### src/rtl/ysyx_lsu_pkg.sv
// Shared LSU constants: FSM states and funct3 size/sign codes.
package ysyx_lsu_pkg;

    typedef enum logic [2:0] {
        LSU_IDLE,
        LSU_RADDR,
        LSU_RDATA,
        LSU_WREQ,
        LSU_WRESP,
        LSU_DONE,
        LSU_DROP
    } lsu_state_e;

    localparam logic [2:0] LSU_F3_B  = 3'b000;
    localparam logic [2:0] LSU_F3_H  = 3'b001;
    localparam logic [2:0] LSU_F3_W  = 3'b010;
    localparam logic [2:0] LSU_F3_BU = 3'b100;
    localparam logic [2:0] LSU_F3_HU = 3'b101;

    // Signed and unsigned variants share the low two funct3 bits.
    function automatic logic f3_is_byte(input logic [2:0] f3);
        return f3[1:0] == 2'b00;
    endfunction

    function automatic logic f3_is_half(input logic [2:0] f3);
        return f3[1:0] == 2'b01;
    endfunction

endpackage

### src/rtl/ysyx_lsu_align.sv
// Combinational lane steering: store data/strobe replication and load extract/extend.
module ysyx_lsu_align
    import ysyx_lsu_pkg::*;
#(
    parameter int BIT_W = 32
) (
    input  logic [1:0]         addr_lo,
    input  logic [2:0]         funct3,
    input  logic [BIT_W-1:0]   st_data,
    output logic [BIT_W-1:0]   bus_wdata,
    output logic [BIT_W/8-1:0] bus_wstrb,
    input  logic [BIT_W-1:0]   bus_rdata,
    output logic [BIT_W-1:0]   ld_data
);
    localparam int NB = BIT_W / 8;

    logic [BIT_W-1:0] byte_rep;
    logic [BIT_W-1:0] half_rep;
    logic [NB-1:0]    strb_byte;
    logic [NB-1:0]    strb_half;
    logic [7:0]       lane_b;
    logic [15:0]      lane_h;

    genvar gi;
    generate
        for (gi = 0; gi < NB; gi++) begin : g_rep
            assign byte_rep[gi*8 +: 8] = st_data[7:0];
            assign half_rep[gi*8 +: 8] = st_data[(gi % 2)*8 +: 8];
        end
    endgenerate

    assign strb_byte = NB'(1);
    assign strb_half = NB'(3);

    always_comb begin
        bus_wdata = st_data;
        bus_wstrb = '1;
        if (f3_is_byte(funct3)) begin
            bus_wdata = byte_rep;
            bus_wstrb = strb_byte << addr_lo;
        end else if (f3_is_half(funct3)) begin
            bus_wdata = half_rep;
            bus_wstrb = strb_half << {addr_lo[1], 1'b0};
        end
    end

    // Halfword lane uses addr[1] only; misaligned low bits are ignored.
    assign lane_b = 8'(bus_rdata >> {addr_lo, 3'b000});
    assign lane_h = 16'(bus_rdata >> {addr_lo[1], 4'b0000});

    always_comb begin
        ld_data = bus_rdata;
        case (funct3)
            LSU_F3_B:  ld_data = {{(BIT_W-8){lane_b[7]}}, lane_b};
            LSU_F3_BU: ld_data = {{(BIT_W-8){1'b0}}, lane_b};
            LSU_F3_H:  ld_data = {{(BIT_W-16){lane_h[15]}}, lane_h};
            LSU_F3_HU: ld_data = {{(BIT_W-16){1'b0}}, lane_h};
            default:   ld_data = bus_rdata;
        endcase
    end

endmodule

### src/rtl/ysyx_lsu.sv
// EXU-facing load/store unit: one AXI4-Lite transaction per request, registered outputs.
module ysyx_lsu
    import ysyx_lsu_pkg::*;
#(
    parameter int BIT_W  = 32,
    parameter int ADDR_W = 32
) (
    input  logic               clk,
    input  logic               rst,
    input  logic               lsu_avalid,
    input  logic               lsu_ren,
    input  logic               lsu_wen,
    input  logic [ADDR_W-1:0]  lsu_addr,
    input  logic [BIT_W-1:0]   lsu_wdata,
    input  logic [2:0]         lsu_funct3,
    output logic [BIT_W-1:0]   lsu_rdata_o,
    output logic               lsu_exu_rvalid,
    output logic               lsu_exu_wready,
    output logic               lsu_fault_o,
    output logic [ADDR_W-1:0]  araddr,
    output logic               arvalid,
    input  logic               arready,
    input  logic [BIT_W-1:0]   rdata,
    input  logic [1:0]         rresp,
    input  logic               rvalid,
    output logic               rready,
    output logic [ADDR_W-1:0]  awaddr,
    output logic               awvalid,
    input  logic               awready,
    output logic [BIT_W-1:0]   wdata,
    output logic [BIT_W/8-1:0] wstrb,
    output logic               wvalid,
    input  logic               wready,
    input  logic [1:0]         bresp,
    input  logic               bvalid,
    output logic               bready
);
    lsu_state_e        state_q, state_d;
    logic [ADDR_W-1:0] addr_q, addr_d;
    logic [BIT_W-1:0]  wdata_q, wdata_d;
    logic [2:0]        funct3_q, funct3_d;
    logic              arvalid_q, arvalid_d;
    logic              rready_q, rready_d;
    logic              awvalid_q, awvalid_d;
    logic              wvalid_q, wvalid_d;
    logic              bready_q, bready_d;
    logic              exu_rvalid_q, exu_rvalid_d;
    logic              exu_wready_q, exu_wready_d;
    logic              fault_q, fault_d;
    logic [BIT_W-1:0]  rdata_o_q, rdata_o_d;
    logic [BIT_W-1:0]  ld_data;

    ysyx_lsu_align #(.BIT_W(BIT_W)) u_align (
        .addr_lo   (addr_q[1:0]),
        .funct3    (funct3_q),
        .st_data   (wdata_q),
        .bus_wdata (wdata),
        .bus_wstrb (wstrb),
        .bus_rdata (rdata),
        .ld_data   (ld_data)
    );

    always_comb begin
        state_d      = state_q;
        addr_d       = addr_q;
        wdata_d      = wdata_q;
        funct3_d     = funct3_q;
        arvalid_d    = arvalid_q;
        rready_d     = rready_q;
        awvalid_d    = awvalid_q;
        wvalid_d     = wvalid_q;
        bready_d     = bready_q;
        exu_rvalid_d = 1'b0;
        exu_wready_d = 1'b0;
        fault_d      = fault_q;
        rdata_o_d    = rdata_o_q;
        case (state_q)
            LSU_IDLE: begin
                if (lsu_avalid && (lsu_wen || lsu_ren)) begin
                    addr_d   = lsu_addr;
                    wdata_d  = lsu_wdata;
                    funct3_d = lsu_funct3;
                    if (lsu_wen) begin
                        state_d   = LSU_WREQ;
                        awvalid_d = 1'b1;
                        wvalid_d  = 1'b1;
                    end else begin
                        state_d   = LSU_RADDR;
                        arvalid_d = 1'b1;
                    end
                end
            end
            LSU_RADDR: begin
                if (arready) begin
                    arvalid_d = 1'b0;
                    rready_d  = 1'b1;
                    state_d   = LSU_RDATA;
                end
            end
            LSU_RDATA: begin
                if (rvalid) begin
                    rready_d     = 1'b0;
                    rdata_o_d    = ld_data;
                    fault_d      = (rresp != 2'b00);
                    exu_rvalid_d = 1'b1;
                    state_d      = LSU_DONE;
                end
            end
            LSU_WREQ: begin
                // AW and W retire independently; a channel already retired counts as done.
                if (awready) awvalid_d = 1'b0;
                if (wready)  wvalid_d  = 1'b0;
                if ((!awvalid_q || awready) && (!wvalid_q || wready)) begin
                    bready_d = 1'b1;
                    state_d  = LSU_WRESP;
                end
            end
            LSU_WRESP: begin
                if (bvalid) begin
                    bready_d     = 1'b0;
                    fault_d      = (bresp != 2'b00);
                    exu_wready_d = 1'b1;
                    state_d      = LSU_DONE;
                end
            end
            LSU_DONE: state_d = LSU_DROP;
            LSU_DROP: begin
                // EXU drops avalid a cycle late; wait it out so the request is not re-issued.
                if (!lsu_avalid) state_d = LSU_IDLE;
            end
            default: state_d = LSU_IDLE;
        endcase
    end

    always_ff @(posedge clk) begin
        if (!rst) begin
            state_q      <= LSU_IDLE;
            addr_q       <= '0;
            wdata_q      <= '0;
            funct3_q     <= '0;
            arvalid_q    <= 1'b0;
            rready_q     <= 1'b0;
            awvalid_q    <= 1'b0;
            wvalid_q     <= 1'b0;
            bready_q     <= 1'b0;
            exu_rvalid_q <= 1'b0;
            exu_wready_q <= 1'b0;
            fault_q      <= 1'b0;
            rdata_o_q    <= '0;
        end else begin
            state_q      <= state_d;
            addr_q       <= addr_d;
            wdata_q      <= wdata_d;
            funct3_q     <= funct3_d;
            arvalid_q    <= arvalid_d;
            rready_q     <= rready_d;
            awvalid_q    <= awvalid_d;
            wvalid_q     <= wvalid_d;
            bready_q     <= bready_d;
            exu_rvalid_q <= exu_rvalid_d;
            exu_wready_q <= exu_wready_d;
            fault_q      <= fault_d;
            rdata_o_q    <= rdata_o_d;
        end
    end

    assign araddr         = {addr_q[ADDR_W-1:2], 2'b00};
    assign awaddr         = {addr_q[ADDR_W-1:2], 2'b00};
    assign arvalid        = arvalid_q;
    assign rready         = rready_q;
    assign awvalid        = awvalid_q;
    assign wvalid         = wvalid_q;
    assign bready         = bready_q;
    assign lsu_exu_rvalid = exu_rvalid_q;
    assign lsu_exu_wready = exu_wready_q;
    assign lsu_fault_o    = fault_q;
    assign lsu_rdata_o    = rdata_o_q;

endmodule

### config.mk
export PLATFORM = sky130hd
export DESIGN_NAME = ysyx_lsu
export DESIGN_NICKNAME = d
export VERILOG_FILES = /design/src/rtl/ysyx_lsu_pkg.sv /design/src/rtl/ysyx_lsu_align.sv /design/src/rtl/ysyx_lsu.sv
export SDC_FILE = /design/constraint.sdc
export NUM_CORES = 1
export LEC_CHECK = 0
export ABC_AREA = 1
export CAP_MARGIN = 20
export CORE_MARGIN = 4
export CORE_UTILIZATION = 40
export CTS_CLUSTER_DIAMETER = 80
export CTS_CLUSTER_SIZE = 14
export DETAILED_ROUTE_END_ITERATION = 10
export PLACE_DENSITY = 0.77
export SYNTH_ARGS = -nofsm -noshare
export SYNTH_HDL_FRONTEND = slang
export SYNTH_SLANG_ARGS = --single-unit
### constraint.sdc
create_clock -name clk -period 2.13 [get_ports clk]
set_input_delay 0.213 -clock clk [delete_from_list [all_inputs] [get_ports clk]]
set_output_delay 0.213 -clock clk [all_outputs]
set_load 0.02 [all_outputs]
==> impl_metrics.yaml <==
worst_setup_path:
  rr_startpoint: "state_q[1]"
  r2r-end: "lsu_rdata_o[28]"
  cp-end-kind: "output pin"
  cp-start-kind: "flip-flop"
  required_ps: 1920
  crit_type: "flip-flop to output pin"
  arrival_ps: 1820
  regToRegSetupSlack_ps: 460
  worstPathMaxFanout: 16
  reg2reg_depth: 7
synth:
  yosysTopAreaCell: "dfxtp_1"
  netlist_area_um2: 5608
  syn-instance-count: 816
  synth_most_common_cell: "nor2_1"
  yosysWarningCount: 0
  synth_cell_types: 29
  yosysTopAreaCellShare_pct: 39.27
  ys_top_cells_by_area: "dfxtp_1, nor2_1, buf_4, nand2_1, o21ai_0"
  synth-seq-area-share_pct: 39.27
  synthFlopType: "dfxtp_1"
  synth_common_cells: "nor2_1, dfxtp_1, nand2_1"
  synth-edff-count: 0
  postSynthAreaPerCell_um2: 6.872
  ys_async_sr_fraction_pct: 0
  ys_seq_elements: 110
min_path:
  hp-class: "input port to flip-flop"
  hp-start: "rst"
  min_to: "arvalid"
  min_path_cells: 3
global_routing:
  grt_pass1_wl_mm: 26.11
  grt-ovfl-total: 0
  grt_pass1_vias: 5177
  grt_usage_pct: 19.77
  grt_max_degree: 78
  grt_antenna_before_repair: 0
clock_tree:
  cts.clk_slew.worst_paths_ps: 70
  cts-buffers-inserted: 9
  ctsLongestPathBuffers: 2
  clock-sinks: 110
  h-tree-depth: 3
  root_buffer: "clkbuf_16"
  cts_hold_buffers: 0
  cts_tree: "yes"
  clk_latency_ps: 350
floorplanning:
  dieArea_um2: 15980
  fp.coreArea_um2: 13830
  fp.dieH_um: 126.4
  io_pins: 253
  initial_core_util_pct: 40.56
  rows: 43
  die_w_um: 126.4
power:
  ir_drop_mv: 0.7014
  pwr_density_cell_nw_per_um2: 1244
  finalPower_mw: 9.867
  p_leak_nw: 3.568
drt:
  ant_nets: 0
  num_vias: 5539
  drc: 0
  post_drt_wl_per_cell_um: 14.26
  viasPerCell: 4.763
  first_iter_violations: 408
  first_pass_iters: 5
  drt-total-wl_mm: 16.58
sta:
  period_share_pct: 95.34
  period_needed_ps: 2031
  hold_viol: 0
  skew_ps: 5.297
  totalNegativeSetupSlack_ps: 0
  max_freq_mhz: 492.4
  final-setup-viol-count: 0
  slew_violations: 0
  rsz0062_at_grt: "false"
job:
  drv_cap: 0
placement:
  place_inst: 1147
  dp_hpwl_mm: 12.45
  gp_congestion: 0.8441
  io_buffers: 248
status:
  status: "complete, no violations"
final_layout:
  fin_nets: 1091
  area_growth_pct: 41.43
  stdcell_count: 1163
  diodes: 0
  drive_above_1_share_pct: 5.493
-- cell families after synthesis --
kind of cell / Yosys count / share of synthesized area, %
buffers and inverters: 187 / 19.14
other: 1 / 0.06687
AO/OA/AOI/OAI: 178 / 16.60
AND/OR/NAND/NOR: 340 / 24.92
flip-flops: 110 / 39.27
-- metrics by stage --
stage | instance area, um2 | setup slack [ps] | hold slack, ps | util (%)
2_1_floorplan | 5619 | 736.7 | 347.9 | -
4_1_cts | 7911 | 1.086 | 190.8 | 57.22
5_1_grt | 7931 | 7.217 | 216.2 | 57.36
3_5_place_dp | 7634 | 303.3 | 447.6 | 55.21
6_report | 7931 | 99.26 | 208.6 | 57.36
3_3_place_gp | 7634 | 351.3 | 437.1 | 55.21
-- worst max path at each step --
stage | start | to | slack (ps) | depth (start not counted)
after floorplan | funct3_q[1] | wdata[29] | 740 | 4
after global placement | funct3_q[1] | wdata[28] | 350 | 4
after detailed placement | funct3_q[1] | wdata[28] | 300 | 4
after CTS | funct3_q[0] | wdata[30] | 1 | 5
after global routing | funct3_q[1] | wdata[20] | 7 | 4
final | funct3_q[1] | wdata[20] | 100 | 4
-- registers in the layout, indices dropped and copies added, names as in the netlist --
name / flops
funct3_q: 3
addr_q: 32
rready: 1
lsu_rdata_o: 32
lsu_fault_o: 1
state_q: 3
bready: 1
wdata_q: 32
arvalid: 1
lsu_exu_rvalid: 1
wvalid: 1
lsu_exu_wready: 1
awvalid: 1
-- critical path: stages, from the launching register on --
cell and delay, ps:
dfxtp_2 430, buf_4 260, nand2_1 80, nand2_1 70, clkdlybuf4s50_1 620
-- metal layers --
metal	routed length (um)	track usage, %	vias to the layer above
met5	0	0	-
li1	-	-	2835
met4	114	4.101	0
met3	1454	5.768	12
met2	8007	33.13	207
met1	7005	25.43	2485
-- repair_timing --
item / in CTS / in global routing
pin swaps: 0 / 0
gates cloned: 0 / 0
gates resized for setup: 13 / 8
buffers inserted: 0 / 0
hold endpoints to repair: 0 / 0
endpoints found under the setup margin: 25 / 7
-- layout make-up --
type	count	area, um2
Sequential cell	110	2203
Inverter	76	290.3
Clock buffer	11	232.7
Clock inverter	5	58.81
Fill cell	1300	5896
Timing Repair Buffer	259	2575
Multi-Input combinational cell	522	2346
Tap cell	180	225.2
-- report_power, final --
group / switching, mW / leakage [nW] / internal [mW]
combinational: 2.99 / 2.53 / 2.11
clock: 0.760 / 0.136 / 0.916
sequential: 0.454 / 0.902 / 2.64
-- cell usage in the layout, fill, tap and decap left out, types with 2 or more instances in the layout --
cell | netlist | routed
nor2_4 | 5 | 5
nor2_2 | 2 | 2
inv_1 | 68 | 68
buf_4 | 79 | 10
dfxtp_1 | 110 | 109
clkinvlp_4 | 0 | 2
o21a_1 | 2 | 2
o22ai_1 | 8 | 8
inv_2 | 7 | 7
nand2_2 | 5 | 6
nand2_4 | 2 | 2
clkdlybuf4s50_1 | 0 | 228
o211ai_1 | 8 | 8
conb_1 | 1 | 4
clkbuf_16 | 0 | 9
clkbuf_1 | 14 | 2
nand3_1 | 21 | 21
nor2_1 | 196 | 196
nand4_1 | 2 | 2
o21ai_0 | 70 | 70
nand2_1 | 103 | 102
dlygate4sd2_1 | 0 | 12
a21oi_1 | 20 | 20
o21ai_1 | 68 | 68
dlymetal6s2s_1 | 0 | 7
or2_2 | 2 | 2
(Power assumes the default switching activity.)
